$ cat config.mk
export PLATFORM = sky130hd
export DESIGN_NAME = reg_file_mp
export DESIGN_NICKNAME = d
export VERILOG_FILES = /design/src/rtl/reg_file_pkg.sv /design/src/rtl/reg_file_scoreboard.sv /design/src/rtl/reg_file_mp.sv
export SDC_FILE = /design/constraint.sdc
export NUM_CORES = 2
export LEC_CHECK = 0
export CAP_MARGIN = 20
export CORE_ASPECT_RATIO = 0.5
export CORE_UTILIZATION = 50
export DETAILED_ROUTE_END_ITERATION = 8
export PLACE_DENSITY = 0.77
export SETUP_SLACK_MARGIN = 0.15
export SLEW_MARGIN = 10
export SYNTH_ARGS = -nofsm -noshare
export SYNTH_HDL_FRONTEND = slang
export SYNTH_SLANG_ARGS = --single-unit
$ cat constraint.sdc
create_clock -name clk -period 4.45 [get_ports clk]
set_input_delay 0.445 -clock clk [delete_from_list [all_inputs] [get_ports clk]]
set_output_delay 0.445 -clock clk [all_outputs]
set_load 0.03 [all_outputs]
$ cat src/rtl/reg_file_pkg.sv
// Shared types and defaults for the Kasumi multi-port integer register file.
package reg_file_pkg;

  localparam int XLEN_DEF  = 32;
  localparam int NREGS_DEF = 32;
  localparam int ZERO_REG  = 0;

  typedef logic [$clog2(NREGS_DEF)-1:0] reg_addr_t;

endpackage : reg_file_pkg

$ cat src/rtl/reg_file_scoreboard.sv
// Busy-bit scoreboard: one pending-writer flag per register; a new issue
// outranks a same-cycle writeback so the bit stays set for the new writer.
module reg_scoreboard
  import reg_file_pkg::*;
#(
  parameter int NREGS = NREGS_DEF
) (
  input  logic             clk,
  input  logic             rst_n,
  input  logic [NREGS-1:0] iss_set_i,
  input  logic [NREGS-1:0] clr_i,
  output logic [NREGS-1:0] busy_o
);

  logic [NREGS-1:0] busy_q;
  logic [NREGS-1:0] busy_d;

  always_comb begin
    busy_d           = (busy_q & ~clr_i) | iss_set_i;
    busy_d[ZERO_REG] = 1'b0;
  end

  always_ff @(posedge clk or negedge rst_n) begin
    if (!rst_n) begin
      busy_q <= '0;
    end else begin
      busy_q <= busy_d;
    end
  end

  assign busy_o = busy_q;

endmodule : reg_scoreboard

$ cat src/rtl/reg_file_mp.sv
// Multi-port integer register file with busy scoreboard and hazard/stall
// outputs. Define REG_FILE_BYPASS_EN to forward same-cycle write data to reads.
module reg_file_mp
  import reg_file_pkg::*;
#(
  parameter int XLEN  = XLEN_DEF,
  parameter int NREGS = NREGS_DEF,
  parameter int AW    = $clog2(NREGS),
  parameter int NRD   = 2,
  parameter int NWR   = 1
) (
  input  logic                clk,
  input  logic                rst_n,
  input  logic [NRD*AW-1:0]   rd_addr,
  output logic [NRD*XLEN-1:0] rd_data,
  output logic [NRD-1:0]      rd_hazard,
  input  logic [NWR-1:0]      wr_en,
  input  logic [NWR*AW-1:0]   wr_addr,
  input  logic [NWR*XLEN-1:0] wr_data,
  input  logic                iss_valid,
  input  logic [AW-1:0]       iss_addr,
  output logic                iss_stall
);

`ifdef REG_FILE_BYPASS_EN
  localparam bit BYPASS = 1'b1;
`else
  localparam bit BYPASS = 1'b0;
`endif

  logic [XLEN-1:0]  regs_q [NREGS];
  logic [NREGS-1:0] wr_hit;
  logic [XLEN-1:0]  wr_val [NREGS];
  logic [NREGS-1:0] busy;
  logic [NREGS-1:0] iss_set;

  // Per-register write decode; later ports overwrite earlier ones so the
  // highest-index port wins on an address collision.
  // NOTE: every always_comb output gets a default first so no latch is inferred.
  always_comb begin
    logic [AW-1:0] wa;
    wa     = '0;
    wr_hit = '0;
    for (int r = 0; r < NREGS; r++) begin
      wr_val[r] = '0;
    end
    for (int k = 0; k < NWR; k++) begin
      wa = wr_addr[k*AW +: AW];
      if (wr_en[k] && (wa != AW'(ZERO_REG))) begin
        wr_hit[wa] = 1'b1;
        wr_val[wa] = wr_data[k*XLEN +: XLEN];
      end
    end
  end

  // NOTE: the array is reset because an architectural reset must make every
  // register read zero immediately; this costs a reset net per flop.
  always_ff @(posedge clk or negedge rst_n) begin
    if (!rst_n) begin
      for (int r = 0; r < NREGS; r++) begin
        regs_q[r] <= '0;
      end
    end else begin
      // NOTE: non-blocking assignments for all sequential state.
      for (int r = 0; r < NREGS; r++) begin
        if (wr_hit[r]) begin
          regs_q[r] <= wr_val[r];
        end
      end
    end
  end

  // WAW: a busy destination may only be re-issued in the cycle its
  // writeback lands.
  assign iss_stall = iss_valid & busy[iss_addr] & ~wr_hit[iss_addr];

  always_comb begin
    iss_set = '0;
    if (iss_valid && !iss_stall && (iss_addr != AW'(ZERO_REG))) begin
      iss_set[iss_addr] = 1'b1;
    end
  end

  reg_scoreboard #(
    .NREGS(NREGS)
  ) u_scoreboard (
    .clk      (clk),
    .rst_n    (rst_n),
    .iss_set_i(iss_set),
    .clr_i    (wr_hit),
    .busy_o   (busy)
  );

  always_comb begin
    logic [AW-1:0] ra;
    ra        = '0;
    rd_data   = '0;
    rd_hazard = '0;
    for (int i = 0; i < NRD; i++) begin
      ra = rd_addr[i*AW +: AW];
      if (ra == AW'(ZERO_REG)) begin
        rd_data[i*XLEN +: XLEN] = '0;
        rd_hazard[i]            = 1'b0;
      end else if (BYPASS && wr_hit[ra]) begin
        rd_data[i*XLEN +: XLEN] = wr_val[ra];
        rd_hazard[i]            = 1'b0;
      end else begin
        rd_data[i*XLEN +: XLEN] = regs_q[ra];
        rd_hazard[i]            = busy[ra];
      end
    end
  end

endmodule : reg_file_mp

======== Word level (Yosys, flattened, before mapping) ========
Cells that the tools add are included.
storage, ports and cells
  bits in read-only memories .............. 0
  register bits ........................... 1055
  RAM bits ................................ 0
  memories ................................ 0
  latch bits .............................. 0
  output and inout bits ................... 67
  bits of input ports ..................... 56
  word-level logic and storage cells ...... 91
operators by class
  multiplexer cells ....................... 27
  $add $sub $neg .......................... 0
  div/mod/pow operators ................... 0
  $mul .................................... 0
  shift operators ......................... 0
  eq/ne operators ......................... 0
  bitwise gates (word level) .............. 10
  magnitude comparators ................... 10
  reduce and logical (&&, ||, !) cells .... 11
operators by type and width
  kind                                                                           number
  1024-bit AND                                                                   1
  1024-bit two-way mux                                                           1
  32-bit binary-select mux with 5-bit select                                     2
  32-bit two-way mux                                                             9
  32-bit demux with 5-bit select                                                 1
  32-bit AND                                                                     1
  32-bit inverter                                                                1
  32-bit bitwise OR                                                              1
  5-bit by 6-bit less-than comparator with 1-bit output (second input constant)  4
  1-bit binary-select mux with 5-bit select                                      4
  6-bit >= comparator (second input constant)                                    3
  5-bit inverter with 6-bit output                                               3
  1-bit demux with 5-bit select                                                  2
  5-bit by 1-bit >= comparator with 1-bit output (second input constant)         2
  5-bit logical NOT                                                              2
  5-bit nonzero test                                                             2
  1-bit two-way mux                                                              8
  1-bit logical AND                                                              6
  6-bit by 1-bit less-than comparator with 1-bit output (second input constant)  1
  1-bit AND                                                                      2
  1-bit logical NOT                                                              1
  1-bit inverter                                                                 1

======== Depth between registers and ports, before layout ========
  word-level depth ........................ 14
  gate-level depth with buffers ........... 9

======== Modules after synthesis ========
A second synthesis with hierarchy kept.
second synthesis, totals
  cell total of the unflattened synthesis .. 3892
  area, all modules ....................... 55041.5 um^2
modules (own cells, without submodules)
  module          area each (um^2)  seq. area each (um^2)  times used  cells an instance
  reg_file_mp     53905.4           24823.8                1           3797
  reg_scoreboard  1136.1            775.7                  1           95

======== Worst setup path after synthesis ========
OpenSTA, ideal clock, no wires.
  path kind ............................... input to output
  from .................................... in rd_addr[0]
  to ...................................... out rd_data[10]
  setup slack ............................. 1.633 ns
  arrival time ............................ 2.372 ns
  data required time ...................... 4.005 ns
  cell stages on the path ................. 8
  cell sequence ........................... buf_2 -> buf_6 -> buf_2 -> buf_2 -> mux4_2 -> mux2_2 -> a22oi_1 -> nand2_1
between the ends
  word-level cells in the longest chain between the ends .. 5
  elaborated cells on any way between the ends .. 6
  those cells by class .................... mux: 4; bitwise: 1; reduce/logical: 1
RTL lines
  item                                                    line                RTL
  from (decl)                                             reg_file_mp.sv:14   input logic [NRD*AW-1:0] rd_addr,
  5-bit inverter with 6-bit output (not written as such)  reg_file_mp.sv:108  rd_data[i*XLEN +: XLEN] = regs_q[ra];
  32-bit binary-select mux with 5-bit select              reg_file_mp.sv:108
  32-bit two-way mux (not written as such) (2 in series)  reg_file_mp.sv:108
  32-bit two-way mux *                                    reg_file_mp.sv:101  if (ra == AW'(ZERO_REG)) begin
  to (decl)                                               reg_file_mp.sv:15   output logic [NRD*XLEN-1:0] rd_data,
Every way passes the cells marked *; elsewhere a longest branch is shown, timed or not. The select of a mux whose other input is x is not followed.

======== Final worst setup path ========
  from .................................... reg regs_q[5] (netlist name)
  to ...................................... out rd_data[37]
between the ends
  word-level cells in the longest chain between the ends .. 4
RTL lines
  item                                                    line                RTL
  from (decl)                                             reg_file_mp.sv:31   logic [XLEN-1:0] regs_q [NREGS];
  from (signal, indexed assignment)                       reg_file_mp.sv:67   regs_q[r] <= wr_val[r];
  32-bit binary-select mux with 5-bit select              reg_file_mp.sv:108
  32-bit two-way mux (not written as such) (2 in series)  reg_file_mp.sv:108
  32-bit two-way mux                                      reg_file_mp.sv:101
Every way passes these cells. The select of a mux whose other input is x is not followed.

==> qor.csv <==
stage,metric,value,unit
global_routing,vias in the first global route,37250,
worst_setup_path,Crit path required time,4010,ps
sta,clk_skew,9.20,ps
status,outcome,completed,
global_routing,initial antenna violation count,7,
detailed_routing,Detailed Routing Iterations Pass 1,6,
die,die area,115000,um2
worst_setup_path,CP peak stage delay,690,ps
layout,area delta synth->final,11.8,%
clock_network,Skew-Pair Late Insertion Delay,710,ps
worst_setup_path,Worst Path Arrival,3720,ps
detailed_routing,initial DRC count,4183,
die,Die Y,240,um
clock_network,TritonCTS clock tree,built,
worst_setup_path,Top delay family on crit path,multiplexers,
logic_synthesis,post-synthesis sequential area ratio,46.5,%
detailed_routing,WL met3,18.6,mm
die,die width,479,um
sta,Max Slew Vio Count,0,
worst_setup_path,crit end category,primary output,
die,IO Count,123,
logic_synthesis,cells after synthesis,3674,
worst_setup_path,Crit. Startpoint,regs_q[5]$_DFFE_PN0P_,
clock_network,"CTS clk-pin slew, worst paths",60,ps
detailed_routing,Post-route DRC,0,
die,Initial Util,51.0,%
worst_setup_path,CP most frequent cell,mux4_2,
worst_setup_path,critical path's slowest cell,clkdlybuf4s50_1,
sta,post-route setup TNS,0,ps
detailed_routing,vias per inst,6.91,
sta,slew margin rel.,23.5,%
detailed_routing,Detail Route Antenna Nets,0,
layout,NumNets Final,3691,
detailed_routing,max layer used,met5,
layout,fin area,63500,um2
worst_setup_path,CP startpoint kind,flop,
pwr,Pwr Density,454,nW/um2
logic_synthesis,Post-synth EDFFs,0,
global_routing,largest net degree at the start of global routing,165,
clock_network,CTS sink cnt,1055,
detailed_routing,Routed WL per cell,32.2,um
sta,worst-margin pin slew,1140,ps
sta,Final WS setup,286,ps
worst_setup_path,critical path class,flop to primary output,
logic_synthesis,net count after synthesis,3730,
place,post-DP HPWL,102,mm
clock_network,TritonCTS Buffers,99,
global_routing,first-pass GRT wire length,250,mm
logic_synthesis,Netlist cell types,37,
sta,Final Critical Period,4160,ps
logic_synthesis,Seq cells post-synth,1055,
clock_network,Max Root-Sink Buffers,3,
sta,Final Hold Fails,0,
worst_setup_path,crit-path max FO,3,
global_routing,global route total overflow,0,
clock_network,H-tree levels,3,
place,number of port buffers,122,
logic_synthesis,ys flop type,dfrtp_1,
place,pre-CTS WS,418,ps
clock_network,root buffer cell,clkbuf_16,
die,FP Rows,86,
detailed_routing,Vias,36013,
hold_path,type of the tightest min-delay check,primary input to async pin,
job,max_cap viols,0,
place,"Cell Area, Placed",59800,um2
layout,layout cells sized above 1,56.7,%
worst_setup_path,Buffers & Inverters on Critical Path,1,
layout,final core utilization,57.0,%
worst_setup_path,"Critical Path, Cell by Cell",mux4_2 > mux4_2 > a22oi_1 > nand2_1 > clkdlybuf4s50_1,
pwr,final total power,28800,uW
detailed_routing,WL met2,76.0,mm
sta,Max Freq,0.240,GHz
pwr,VDD IR-drop max,281,uV
sta,Tcrit/Tclk final,93.6,%
place,Placer Congestion,0.889,
pwr,static leakage,0.0271,uW
detailed_routing,M1 WL,66.4,mm
logic_synthesis,Avg Inst Size Synth,15.5,um2
logic_synthesis,Synth Cell Area,56800,um2
worst_setup_path,RR Startpoint,u_scoreboard.busy_o[13]$_DFF_PN0_,
logic_synthesis,yosys synthesis warning count,0,
global_routing,GRT Util Overall,29.7,%
sta,final setup fails,0,
die,core area,111000,um2
detailed_routing,routed wire length,168,mm
sta,RSZ-0062 raised after global routing,no,
logic_synthesis,Async SR Flop Fraction,100,%
-- synthesized netlist by cell type, types with 3 or more instances --
cell	number	area (um2)
mux2_2	1124	12700
dfrtp_1	1055	26400
mux4_2	595	13400
clkbuf_1	243	912
nand2_1	170	638
buf_2	98	490
nand3_1	68	340
a22oi_1	64	480
buf_1	62	233
nor2_1	45	169
o21ai_0	41	205
buf_6	15	169
mux2i_1	13	130
nand2b_1	12	75.1
nor3_1	12	60.1
buf_4	9	67.6
o22ai_1	6	37.5
nor2b_1	5	31.3
or3_1	4	25.0
xnor2_1	4	35.0
and2_1	3	18.8
inv_1	3	11.3
nand3b_1	3	22.5
nand4_1	3	18.8
-- routing by layer --
layer | GRT usage [%] | vias up
met5 | 0.966 | -
met4 | 11.8 | 12
met3 | 8.57 | 434
met2 | 44.6 | 1986
met1 | 40.7 | 19493
li1 | - | 14088
-- worst reg2reg max path, stage by stage, from the launching register on --
cell     delay (ps)
dfrtp_1         440
mux4_2          460
and4_1          200
a21oi_1         170
buf_4           280
nand3_1         140
nand3_1         100
-- cell families (layout without fill, tap and decap cells) --
| family | after synthesis | in the layout | share of synthesized area [%] |
|---|---|---|---|
| buf+inv | 430 | 470 | 3.32 |
| simple gates | 334 | 334 | 2.61 |
| compound gates | 119 | 119 | 1.37 |
| xor+xnor | 4 | 4 | 0.0617 |
| flops | 1055 | 1055 | 46.5 |
| other cells | 0 | 3 | 0 |
| mux | 1732 | 1732 | 46.1 |
-- where the power goes --
part / internal (uW) / leakage, uW / switching (uW)
clock: 5370 / 0.00174 / 3870
sequential: 11400 / 0.0135 / 1400
combinational: 3960 / 0.0118 / 2750
total: 20800 / 0.0271 / 8020
-- final cells by class --
cell class,instances,area (um2)
fill,8258,47900
multi-input combinational,2189,28700
sequential,1055,26400
timing repair buffer,287,3000
clock buffer,138,2910
tap,1496,1870
clock inverter,42,604
inverter,3,11.3
antenna,3,7.51
-- state kept, by name (all words and copies together) (netlist names) --
name / count
u_scoreboard.busy_o: 31
regs_q: 1024
-- final timing paths --
path	to	slack [ps]	depth (start not counted)
max	rd_data[37]	290	5
min	regs_q[408]$_DFFE_PN0P_	190	2
max reg2reg	u_scoreboard.busy_o[28]$_DFF_PN0_	2620	6
min reg2reg	regs_q[1002]$_DFFE_PN0P_	400	0
max in group asynchronous	regs_q[1011]$_DFFE_PN0P_	2870	4
min in group clk	regs_q[1002]$_DFFE_PN0P_	400	0
-- metrics by stage --
stage | hold slack (ps) | cells
6_report | 194 | 5213
5_1_grt | 208 | 5211
4_1_cts | 177 | 5201
3_5_place_dp | 330 | 5020
3_3_place_gp | 329 | 5020
2_1_floorplan | 149 | 3674
-- cells in the final DEF (no fill, tap or decap), drive strengths merged, types with 13 or more instances in the layout --
cell type         n
nand3            68
nand2           170
a22oi            64
mux4            595
mux2           1124
clkbuf          138
clkdlybuf4s50   105
mux2i            13
o21ai            42
clkinv           23
dfrtp          1055
nor2             45
bufinv           14
buf             181
-- repair_timing --
action / in CTS / in global routing
hold buffers: 1 / 0
resized for setup: 0 / 1
endpoints found under the setup margin: 0 / 1
setup buffers: 0 / 0
hold endpoints to repair: 121 / 0
Note: power is estimated with default switching activity, not from simulation.
